==> src/rtl/pipe_pkg.sv <==
// Shared pipeline types: decoded control bundle, bubble constant, opcode constants
// used by both the decoder and the ID/EX stage.
package pipe_pkg;

  typedef struct packed {
    logic rs2_imm_sel;
    logic reg_w_en;
    logic mem_w_en;
    logic mem_alu_sel;
    logic branch_detect;
  } ctrl_t;

  localparam ctrl_t CTRL_BUBBLE = '0;

  localparam logic [6:0] OP_RTYPE  = 7'b0110011;
  localparam logic [6:0] OP_ITYPE  = 7'b0010011;
  localparam logic [6:0] OP_STORE  = 7'b0100011;
  localparam logic [6:0] OP_LOAD   = 7'b0000011;
  localparam logic [6:0] OP_BRANCH = 7'b1100011;

  // A load is a writing instruction whose writeback comes from memory.
  function automatic logic is_load(input logic valid, input ctrl_t c);
    return valid & c.reg_w_en & ~c.mem_alu_sel;
  endfunction

endpackage

==> src/rtl/load_use_detect.sv <==
// Combinational load-use hazard compare between the instruction in ID and a load in EX.
// A taken-branch flush suppresses the stall so IF/ID can accept the redirect.
module load_use_detect
  import pipe_pkg::*;
#(
  parameter int RIDX_W = 5
) (
  input  logic              id_valid,
  input  logic [RIDX_W-1:0] id_rs1_idx,
  input  logic [RIDX_W-1:0] id_rs2_idx,
  input  logic              id_rs2_imm_sel,
  input  logic              id_mem_w_en,
  input  logic              ex_valid,
  input  ctrl_t             ex_ctrl,
  input  logic [RIDX_W-1:0] ex_rd_idx,
  input  logic              ex_flush,
  output logic              stall
);

  logic load_in_ex;
  logic rs1_use;
  logic rs2_use;
  logic rs1_hit;
  logic rs2_hit;

  assign load_in_ex = is_load(ex_valid, ex_ctrl);
  assign rs1_use    = (id_rs1_idx != '0);
  // rs2 is read by R-type and branches, and by stores as the store data.
  assign rs2_use    = (~id_rs2_imm_sel | id_mem_w_en) & (id_rs2_idx != '0);
  assign rs1_hit    = rs1_use & (ex_rd_idx == id_rs1_idx);
  assign rs2_hit    = rs2_use & (ex_rd_idx == id_rs2_idx);
  assign stall      = id_valid & load_in_ex & (rs1_hit | rs2_hit) & ~ex_flush;

endmodule

==> src/rtl/id_ex_stage.sv <==
// ID/EX pipeline register with load-use stall and flush bubble insertion.
// Optional performance counters are enabled by defining ID_EX_PERF_CNT_EN.
module id_ex_stage
  import pipe_pkg::*;
#(
  parameter int XLEN   = 32,
  parameter int RIDX_W = 5
) (
  input  logic              clk,
  input  logic              rst_n,
  input  logic              id_valid,
  input  logic [XLEN-1:0]   id_pc,
  input  logic [RIDX_W-1:0] id_rs1_idx,
  input  logic [RIDX_W-1:0] id_rs2_idx,
  input  logic [RIDX_W-1:0] id_rd_idx,
  input  logic [XLEN-1:0]   id_rs1_data,
  input  logic [XLEN-1:0]   id_rs2_data,
  input  logic [XLEN-1:0]   id_imm,
  input  logic              id_rs2_imm_sel,
  input  logic              id_reg_w_en,
  input  logic              id_mem_w_en,
  input  logic              id_mem_alu_sel,
  input  logic              id_branch_detect,
  input  logic              ex_flush,
  output logic              stall_o,
  output logic              ex_valid,
  output logic [XLEN-1:0]   ex_pc,
  output logic [RIDX_W-1:0] ex_rs1_idx,
  output logic [RIDX_W-1:0] ex_rs2_idx,
  output logic [RIDX_W-1:0] ex_rd_idx,
  output logic [XLEN-1:0]   ex_rs1_data,
  output logic [XLEN-1:0]   ex_rs2_data,
  output logic [XLEN-1:0]   ex_imm,
  output logic              ex_rs2_imm_sel,
  output logic              ex_reg_w_en,
  output logic              ex_mem_w_en,
  output logic              ex_mem_alu_sel,
  output logic              ex_branch_detect
`ifdef ID_EX_PERF_CNT_EN
  ,
  output logic [31:0]       perf_stall_cnt,
  output logic [31:0]       perf_flush_cnt
`endif
);

  ctrl_t id_ctrl;
  ctrl_t ex_ctrl_reg;
  logic  stall;

  assign id_ctrl = '{rs2_imm_sel:   id_rs2_imm_sel,
                     reg_w_en:      id_reg_w_en,
                     mem_w_en:      id_mem_w_en,
                     mem_alu_sel:   id_mem_alu_sel,
                     branch_detect: id_branch_detect};

  load_use_detect #(.RIDX_W(RIDX_W)) u_hazard (
    .id_valid       (id_valid),
    .id_rs1_idx     (id_rs1_idx),
    .id_rs2_idx     (id_rs2_idx),
    .id_rs2_imm_sel (id_rs2_imm_sel),
    .id_mem_w_en    (id_mem_w_en),
    .ex_valid       (ex_valid),
    .ex_ctrl        (ex_ctrl_reg),
    .ex_rd_idx      (ex_rd_idx),
    .ex_flush       (ex_flush),
    .stall          (stall)
  );

  assign stall_o = stall;

  // Data fields load every cycle; only valid and controls define a bubble.
  always_ff @(posedge clk) begin
    if (!rst_n) begin
      ex_valid    <= 1'b0;
      ex_ctrl_reg <= CTRL_BUBBLE;
      ex_pc       <= '0;
      ex_rs1_idx  <= '0;
      ex_rs2_idx  <= '0;
      ex_rd_idx   <= '0;
      ex_rs1_data <= '0;
      ex_rs2_data <= '0;
      ex_imm      <= '0;
    end else begin
      ex_pc       <= id_pc;
      ex_rs1_idx  <= id_rs1_idx;
      ex_rs2_idx  <= id_rs2_idx;
      ex_rd_idx   <= id_rd_idx;
      ex_rs1_data <= id_rs1_data;
      ex_rs2_data <= id_rs2_data;
      ex_imm      <= id_imm;
      if (ex_flush || stall) begin
        ex_valid    <= 1'b0;
        ex_ctrl_reg <= CTRL_BUBBLE;
      end else begin
        ex_valid    <= id_valid;
        ex_ctrl_reg <= id_valid ? id_ctrl : CTRL_BUBBLE;
      end
    end
  end

  assign ex_rs2_imm_sel   = ex_ctrl_reg.rs2_imm_sel;
  assign ex_reg_w_en      = ex_ctrl_reg.reg_w_en;
  assign ex_mem_w_en      = ex_ctrl_reg.mem_w_en;
  assign ex_mem_alu_sel   = ex_ctrl_reg.mem_alu_sel;
  assign ex_branch_detect = ex_ctrl_reg.branch_detect;

`ifdef ID_EX_PERF_CNT_EN
  always_ff @(posedge clk) begin
    if (!rst_n) begin
      perf_stall_cnt <= '0;
      perf_flush_cnt <= '0;
    end else begin
      if (stall) perf_stall_cnt <= perf_stall_cnt + 32'd1;
      if (ex_flush && id_valid) perf_flush_cnt <= perf_flush_cnt + 32'd1;
    end
  end
`endif

endmodule

==> config.mk <==
export PLATFORM = sky130hd
export DESIGN_NAME = id_ex_stage
export DESIGN_NICKNAME = d
export VERILOG_FILES = /design/src/rtl/pipe_pkg.sv /design/src/rtl/load_use_detect.sv /design/src/rtl/id_ex_stage.sv
export SDC_FILE = /design/constraint.sdc
export NUM_CORES = 1
export LEC_CHECK = 0
export ABC_AREA = 1
export BUFFER_PORTS_ARGS = -buffer_cell sky130_fd_sc_hd__buf_2
export CAP_MARGIN = 25
export CORE_MARGIN = 10
export CORE_UTILIZATION = 29
export CTS_CLUSTER_SIZE = 8
export DETAILED_ROUTE_END_ITERATION = 10
export GPL_TIMING_DRIVEN = 0
export PLACE_DENSITY = 0.64
export SETUP_SLACK_MARGIN = 0.15
export SLEW_MARGIN = 0
export SYNTH_ARGS = -nofsm -noshare
export SYNTH_HDL_FRONTEND = slang
export SYNTH_HIERARCHICAL = 1
export SYNTH_SLANG_ARGS = --single-unit
==> constraint.sdc <==
create_clock -name clk -period 1.7 [get_ports clk]
set_input_delay 0.17 -clock clk [delete_from_list [all_inputs] [get_ports clk]]
set_output_delay 0.17 -clock clk [all_outputs]
set_load 0.02 [all_outputs]
; Yosys cells after proc, flatten, opt, wreduce, memory -nomap -nowiden
; Index checks and enable logic that the tools add are counted.
[word_totals]
register_bits = 149
in_bits = 152
word_cells = 35
[op_classes]
eq_ne = 2
bitwise_logic = 15
reduce_logical = 5
[op_table]
columns = cell, count
row1 = 5-bit == test, 2
row2 = 5-bit nonzero test, 2
row3 = 1-bit AND, 8
row4 = 1-bit NOT, 5
row5 = 3-bit OR reduction, 1
row6 = 1-bit bitwise OR, 2
row7 = 2-bit OR reduction, 1
row8 = 1-bit logical OR, 1

; Depth between registers and ports, before layout
; Gate-level depths: netlist (run 1).
[depth]
depth_word = 9
mapped_depth = 9

; Modules after synthesis
; The synthesis (run 1) kept the hierarchy.
[modules_own_cells]
columns = module, n_inst, cells_each, area_per_inst_um2, seq_area_each_um2
row1 = id_ex_stage, 1, 466, 4245.3, 2982.9
row2 = load_use_detect, 1, 50, 219.0, 0.0

; Worst setup path after synthesis (run 1)
; OpenSTA, ideal clock, no wires.
[synth_path]
path_kind = reg-to-reg
start = register ex_rd_idx[0]
end = register ex_ctrl_reg, in the netlist ex_branch_detect
t_arrival_ns = 1.360
required_ns = 1.583
slack_ns = 0.223
path_stages_with_launch = 10
n_path_buf = 0
path_cell_list = dfxtp_1 inv_1 nand2_1 nand2_1 nor2_1 nand4_1 a21oi_2 nor2_1 nand2_1 nor2_1
[synth_via]
elab_chain_len = 7
word_cells_on_any_way = 9
[synth_lines]
columns = item, line
row1 = from (decl), id_ex_stage.sv:30  ; output logic [RIDX_W-1:0] ex_rd_idx,
row2 = from (signal assigned), id_ex_stage.sv:87  ; ex_rd_idx <= id_rd_idx;
row3 = "5-bit == test, on equally long branches", "load_use_detect.sv:30, load_use_detect.sv:31"
row4 = "1-bit AND, on equally long branches", "load_use_detect.sv:30, load_use_detect.sv:31"
row5 = 1-bit bitwise OR *, load_use_detect.sv:32  ; assign stall = id_valid & load_in_ex & (rs1_hit | rs2_hit) & ~ex_flush;
row6 = 1-bit AND * (2 in a row), load_use_detect.sv:32
row7 = net stall_o, id_ex_stage.sv:25  ; output logic stall_o,
row8 = 1-bit logical OR *, id_ex_stage.sv:91  ; if (ex_flush || stall) begin
row9 = 3-bit OR reduction (no source line) *, --
row10 = to (signal assigned), id_ex_stage.sv:96  ; ex_ctrl_reg <= id_valid ? id_ctrl : CTRL_BUBBLE;
row11 = to (decl), id_ex_stage.sv:47  ; ctrl_t ex_ctrl_reg;
; Mark *: on every way through the listed nets, which the timed path passes. The rest lies on a longest branch.
; A chain may end at the register's enable or synchronous reset.

; Worst setup path after layout (run 1)
[layout_path]
start = register ex_rd_idx[0]
end = output port stall_o
[layout_via]
elab_chain_len = 5
word_cells_on_any_way = 7
[layout_lines]
columns = item, line
row1 = "5-bit == test, on equally long branches", "load_use_detect.sv:30, load_use_detect.sv:31"
row2 = "1-bit AND, on equally long branches", "load_use_detect.sv:30, load_use_detect.sv:31"
row3 = 1-bit bitwise OR *, load_use_detect.sv:32
row4 = 1-bit AND * (2 in a row), load_use_detect.sv:32
row5 = to (decl), id_ex_stage.sv:25
; Mark *: on every way between the ends. The rest lies on a longest branch, timed or not.

==> results of run 1 <==
[cell families after synthesis]
family | after synthesis
XOR/XNOR | 4
flip-flops | 149
AO/OA/AOI/OAI | 2
buffers and inverters | 176
AND/OR/NAND/NOR | 185
[area by class of cell]
class	instances	area, um2	share of cell area (%)
repair buffers	449	3000	36.2
flip-flops and latches	149	2990	36.1
multi-input cells	191	753	9.10
inverters	160	601	7.25
clock buffers	19	453	5.47
well taps	188	235	2.84
plain buffers	16	133	1.60
clock inverters	13	114	1.38
diodes	2	5.00	0.0604
[worst register-to-register path: stages (launching register included)]
cell and delay, ps:
dfxtp_4 360, xor2_1 140, nor2_1 120, nand3_1 120, a21oi_2 210, buf_4 140, nor2_1 50, nand2_2 130
nor2_1 60
[path summary, 6_finish.rpt]
check | from | endpoint | cells after the start
setup reg to reg | ex_rd_idx[0] | ex_reg_w_en | 8
setup / recovery | ex_rd_idx[0] | stall_o | 5
hold reg to reg | ex_reg_w_en | ex_valid | 8
hold / removal | ex_flush | ex_mem_w_en | 4
[stage by stage]
step,hold slack [ps],setup slack (ps),utilization [%],TNS (ps),cell area [um2]
after detailed placement,354,357,40.9,0,6200
after global routing,146,-32.6,54.6,-32.6,8280
final,134,25.7,54.7,0,8280
after CTS,139,46.5,54.6,0,8270
after global placement,350,367,40.9,0,6200
after floorplan,268,223,-,0,4460
[placed cells by master (no fill, tap or decap), types with 3 or more instances in the layout]
cell type and instances:
buf_2 306, buf_6 9, clkbuf_16 17, clkinv_4 3, clkinvlp_4 4, dfxtp_1 145
dfxtp_2 3, dlygate4sd3_1 148, inv_1 158, inv_6 4, nand2_1 164, nor2_1 16
xor2_1 4
[power by group]
group,switching (uW),internal [uW]
logic,617,564
clock network,1570,1990
registers,50.7,3680
[flip-flops by register name (all words and copies together) (netlist names)]
register,flops
ex_branch_detect,1
ex_imm,32
ex_mem_alu_sel,1
ex_mem_w_en,1
ex_pc,32
ex_rd_idx,5
ex_reg_w_en,1
ex_rs1_data,32
ex_rs1_idx,5
ex_rs2_data,32
ex_rs2_idx,5
ex_rs2_imm_sel,1
ex_valid,1
[metal layers]
metal  GRT usage (%)  part of all wire [%]  routed length, um  up-vias
li1                -                     -                  -     2346
met1            15.4                    35               6160     2024
met2            29.8                    53               9290      194
met3            7.64                    10               1810       18
met4            4.84                   1.4                242        0
met5               0                     0                  0        -
[timing repair]
action / CTS / global route
hold endpoints to repair: 148 / 0
hold buffers: 148 / 0
gates resized for setup: 6 / 4
setup buffers: 1 / 0
setup endpoints to repair: 1 / 7
pin swaps: 3 / 5
==> results.py, run 1 <==
metrics = {
    "synthesis": {
        "synth_edf_count": 0,
        "synth-seq-cells": 149,
        "synthAdderAreaFrac_pct": 0,
        "yosysTopAreaCellShare_pct": 66.8,
        "synth_top_flop_cell": "dfxtp_1",
        "synth-async-reset-ratio_pct": 0,
        "synth_compound_area_share_pct": 0.308,
        "yosys.area_share.simple_pct": 15.7,
        "synth_seq_area_share_pct": 66.8,
        "synth.distinct_cells": 14,
        "yosysTopAreaCell": "dfxtp_1",
        "syn_area_um2": 4460,
        "synthMuxAreaShare_pct": 0,
        "netlist_instances": 516,
        "yosysWarnings": 6,
        "synthTopCellsByArea": "dfxtp_1 67%, nand2_1 14%, inv_1 13%",
        "synth_top_family_by_area": "buffers and inverters",
        "syn_nets": 668,
        "avgSynthCellArea_um2": 8.65,
        "synth-xor-area-share_pct": 0.785,
        "yosysMostFrequentCell": "nand2_1",
        "synth_common_cells": "165 x nand2_1, 159 x inv_1, 149 x dfxtp_1",
    },
    "routing": {
        "first_iter_violations": 120,
        "ant_nets": 0,
        "firstDrtPassIters": 6,
        "drc": 0,
        "vias": 4582,
        "wl_per_cell_um": 14.7,
        "wl_um": 17500,
        "via_per_inst": 3.86,
    },
    "worst_hold_path": {
        "min-delay-path-class": "in -> reg",
    },
    "floorplanning": {
        "ios": 302,
        "start_util_pct": 29.5,
        "core_region_area_um2": 15100,
        "die_w_um": 144,
        "die_height_um": 144,
        "rows": 45,
        "die_area_um2": 20800,
    },
    "clock_tree": {
        "htree_levels": 4,
        "cts_sinks": 149,
        "cts_tree": "built",
        "insertion_delay_ps": 410,
        "cts_buffer_depth": 2,
        "clockRootBuffer": "clkbuf_16",
        "numCtsBuffers": 17,
        "path_clk_slew_ps": 60,
    },
    "placement": {
        "routabilityCongestion": 0.772,
        "io_buffer_count": 300,
        "placedCellCount": 1004,
        "place_hpwl_um": 11800,
    },
    "critical_path": {
        "critPathRequiredTime_ps": 1530,
        "crit_chain": "xor2_1 > nor2_1 > nand3_1 > a21oi_2 > buf_6",
        "arrival_ps": 1500,
        "setup.worst_path.class": "reg -> out",
        "path_delay_family": "flip-flops",
        "end_kind": "primary output",
        "critical-path-slowest-cell": "dfxtp_4",
        "path_buf_inv": 1,
        "startpoint_type": "register",
        "slowest_delay_ps": 360,
        "rrSetupSlack_ps": 270,
        "cp_max_fo": 4,
    },
    "global_routing": {
        "grtUsageTotal_pct": 16.1,
        "grt_pass1_wl_um": 25800,
        "antenna_found_initial": 0,
        "grt_pass1_vias": 4868,
        "grt_max_degree": 17,
        "overflow": 0,
    },
    "timing": {
        "fin_crit_sh_pct": 98.5,
        "worst_pin_slew_ps": 249,
        "rsz0062_at_grt": "true",
        "timing.fmax_mhz": 597,
        "slew_headroom_pct": 83.4,
        "min_period_ps": 1670,
        "skew_ps": 2.71,
        "finalSetupViolations": 0,
        "slew_violations": 0,
        "hold_violations": 0,
    },
    "power": {
        "ir_drop_v": 0.000593,
        "p_leak_uw": 0.00516,
        "power.density_nw_per_um2": 1020,
        "p_total_uw": 8470,
    },
    "finish": {
        "n_fill_cell": 1312,
        "syn_to_final_growth_pct": 85.5,
        "fin_cells": 1187,
        "finalNetCount": 1136,
        "drive_gt1_share_pct": 35.9,
    },
    "outcome": {
        "status": "finished clean",
    },
    "job": {
        "max_cap_viol_count": 0,
    },
}
Note: power is estimated with default switching activity, not from simulation.
==> run 2, diff against run 1 <==
- CORE_AREA: default -> 2 2 117 119
- CORE_MARGIN: 10 -> default
- CORE_UTILIZATION: 29 -> default
- DIE_AREA: default -> 0 0 119 121
- PLACE_DENSITY: 0.64 -> 0.73
==> results.py, run 2 (synthesized netlist as in run 1, its figures left out) <==
metrics = {
    "global_routing": {
        "grt_max_degree": 17,
        "grtUsageTotal_pct": 21.8,
        "grt_pass1_vias": 4896,
        "overflow": 0,
        "antenna_found_initial": 0,
        "grt_pass1_wl_um": 24100,
    },
    "timing": {
        "min_period_ps": 1620,
        "slew_violations": 0,
        "worst_pin_slew_ps": 226,
        "rsz0062_at_grt": "true",
        "slew_headroom_pct": 84.9,
        "finalSetupViolations": 0,
        "hold_ws_ps": 3.79,
        "timing.fmax_mhz": 617,
        "fin_crit_sh_pct": 95.4,
        "hold_violations": 0,
        "skew_ps": 9.02,
    },
    "routing": {
        "via_per_inst": 3.99,
        "firstDrtPassIters": 4,
        "first_iter_violations": 169,
        "wl_per_cell_um": 13.4,
        "ant_nets": 0,
        "vias": 4661,
        "drc": 0,
        "wl_um": 15600,
    },
    "job": {
        "max_cap_viol_count": 0,
    },
    "finish": {
        "drive_gt1_share_pct": 35.7,
        "syn_to_final_growth_pct": 84.5,
        "finish.instance_area_um2": 8240,
        "final_cell_mix": "306 x buf_2, 165 x nand2_1, 159 x inv_1, 145 x dfxtp_1, 145 x dlygate4sd3_1",
        "multi_input_area_um2": 751,
        "ff_latch_area_um2": 2990,
        "final_common_cell": "buf_2",
        "num_antenna_cells": 0,
        "finalNetCount": 1132,
        "n_fill_cell": 956,
    },
    "placement": {
        "place_hpwl_um": 9630,
        "routabilityCongestion": 0.796,
        "place_area_um2": 6190,
        "io_buffer_count": 300,
    },
    "floorplanning": {
        "die_height_um": 121,
        "die_w_um": 119,
        "ios": 302,
        "die_area_um2": 14400,
        "start_util_pct": 34.1,
        "core_region_area_um2": 13100,
        "rows": 42,
    },
    "critical_path": {
        "critPathRequiredTime_ps": 1530,
        "startpoint_type": "register",
        "setup.worst_path.class": "reg -> out",
        "end_kind": "primary output",
        "arrival_ps": 1450,
        "cp_max_fo": 4,
    },
    "clock_tree": {
        "htree_levels": 4,
        "cts_buffer_depth": 2,
        "cts_sinks": 149,
        "numCtsBuffers": 17,
        "cts_tree": "built",
        "post_cts_buffers": 0,
        "path_clk_slew_ps": 60,
        "clockRootBuffer": "clkbuf_16",
        "insertion_delay_ps": 410,
    },
    "power": {
        "p_leak_uw": 0.00515,
        "ir_drop_v": 0.000652,
        "power.density_nw_per_um2": 1040,
    },
    "outcome": {
        "status": "finished clean",
    },
    "worst_hold_path": {
        "min-delay-path-class": "in -> reg",
    },
}
-- run 2: layer usage --
layer	share of wire [%]	track usage (%)
met4	2.8	9.38
met5	0	0
met3	5.8	6.63
met1	37	21.9
met2	55	41.3
-- run 2: worst max-delay path, cell delays in order, from the launching register on --
cell,delay (ps)
dfxtp_2,340
xor2_1,140
nor2_1,130
nand3_1,120
a21oi_2,190
buf_6,140
-- run 2: power by group --
part           total [uW]  switching (uW)  internal, uW
Sequential           3730            53.4          3680
Clock                3700            1480          2210
Combinational        1170             614           559
Total                8600            2150          6450
-- run 2: area by class of cell --
type / count / share of cell area, %
sequential: 149 / 36.3
timing repair buffer: 445 / 35.9
multi-input combinational: 191 / 9.11
inverter: 160 / 7.29
clock buffer: 18 / 5.33
tap: 176 / 2.67
clock inverter: 13 / 1.79
buffer: 16 / 1.61
-- run 2: path summary, 6_finish.rpt --
check | startpoint | endpoint | slack, ps | cells past startpoint
worst max-delay path | ex_rd_idx[1] | stall_o | 80 | 5
worst min-delay path | id_rs1_idx[3] | ex_rs1_idx[3] | 4 | 3
worst max register to register | ex_rd_idx[1] | ex_rs2_imm_sel | 350 | 7
worst min register to register | ex_mem_alu_sel | ex_valid | 860 | 6
-- run 2: through the flow --
step                power [uW]  setup slack [ps]  TNS [ps]  util (%)  instances
floorplan                 4260               223         0         -        516
global placement          4670               348         0      47.3        992
detailed placement        4690               356         0      47.3        992
CTS                       8650              51.3         0      63.0       1168
global route              8960             -45.3     -45.3      63.0       1168
finish                    8600              78.5         0      63.0       1168
-- run 2: what timing repair did --
item,in CTS,in global routing
pin swaps,6,1
gates resized for setup,7,0
endpoints found under the hold margin,145,0
hold buffers,145,0
setup endpoints to repair,1,1
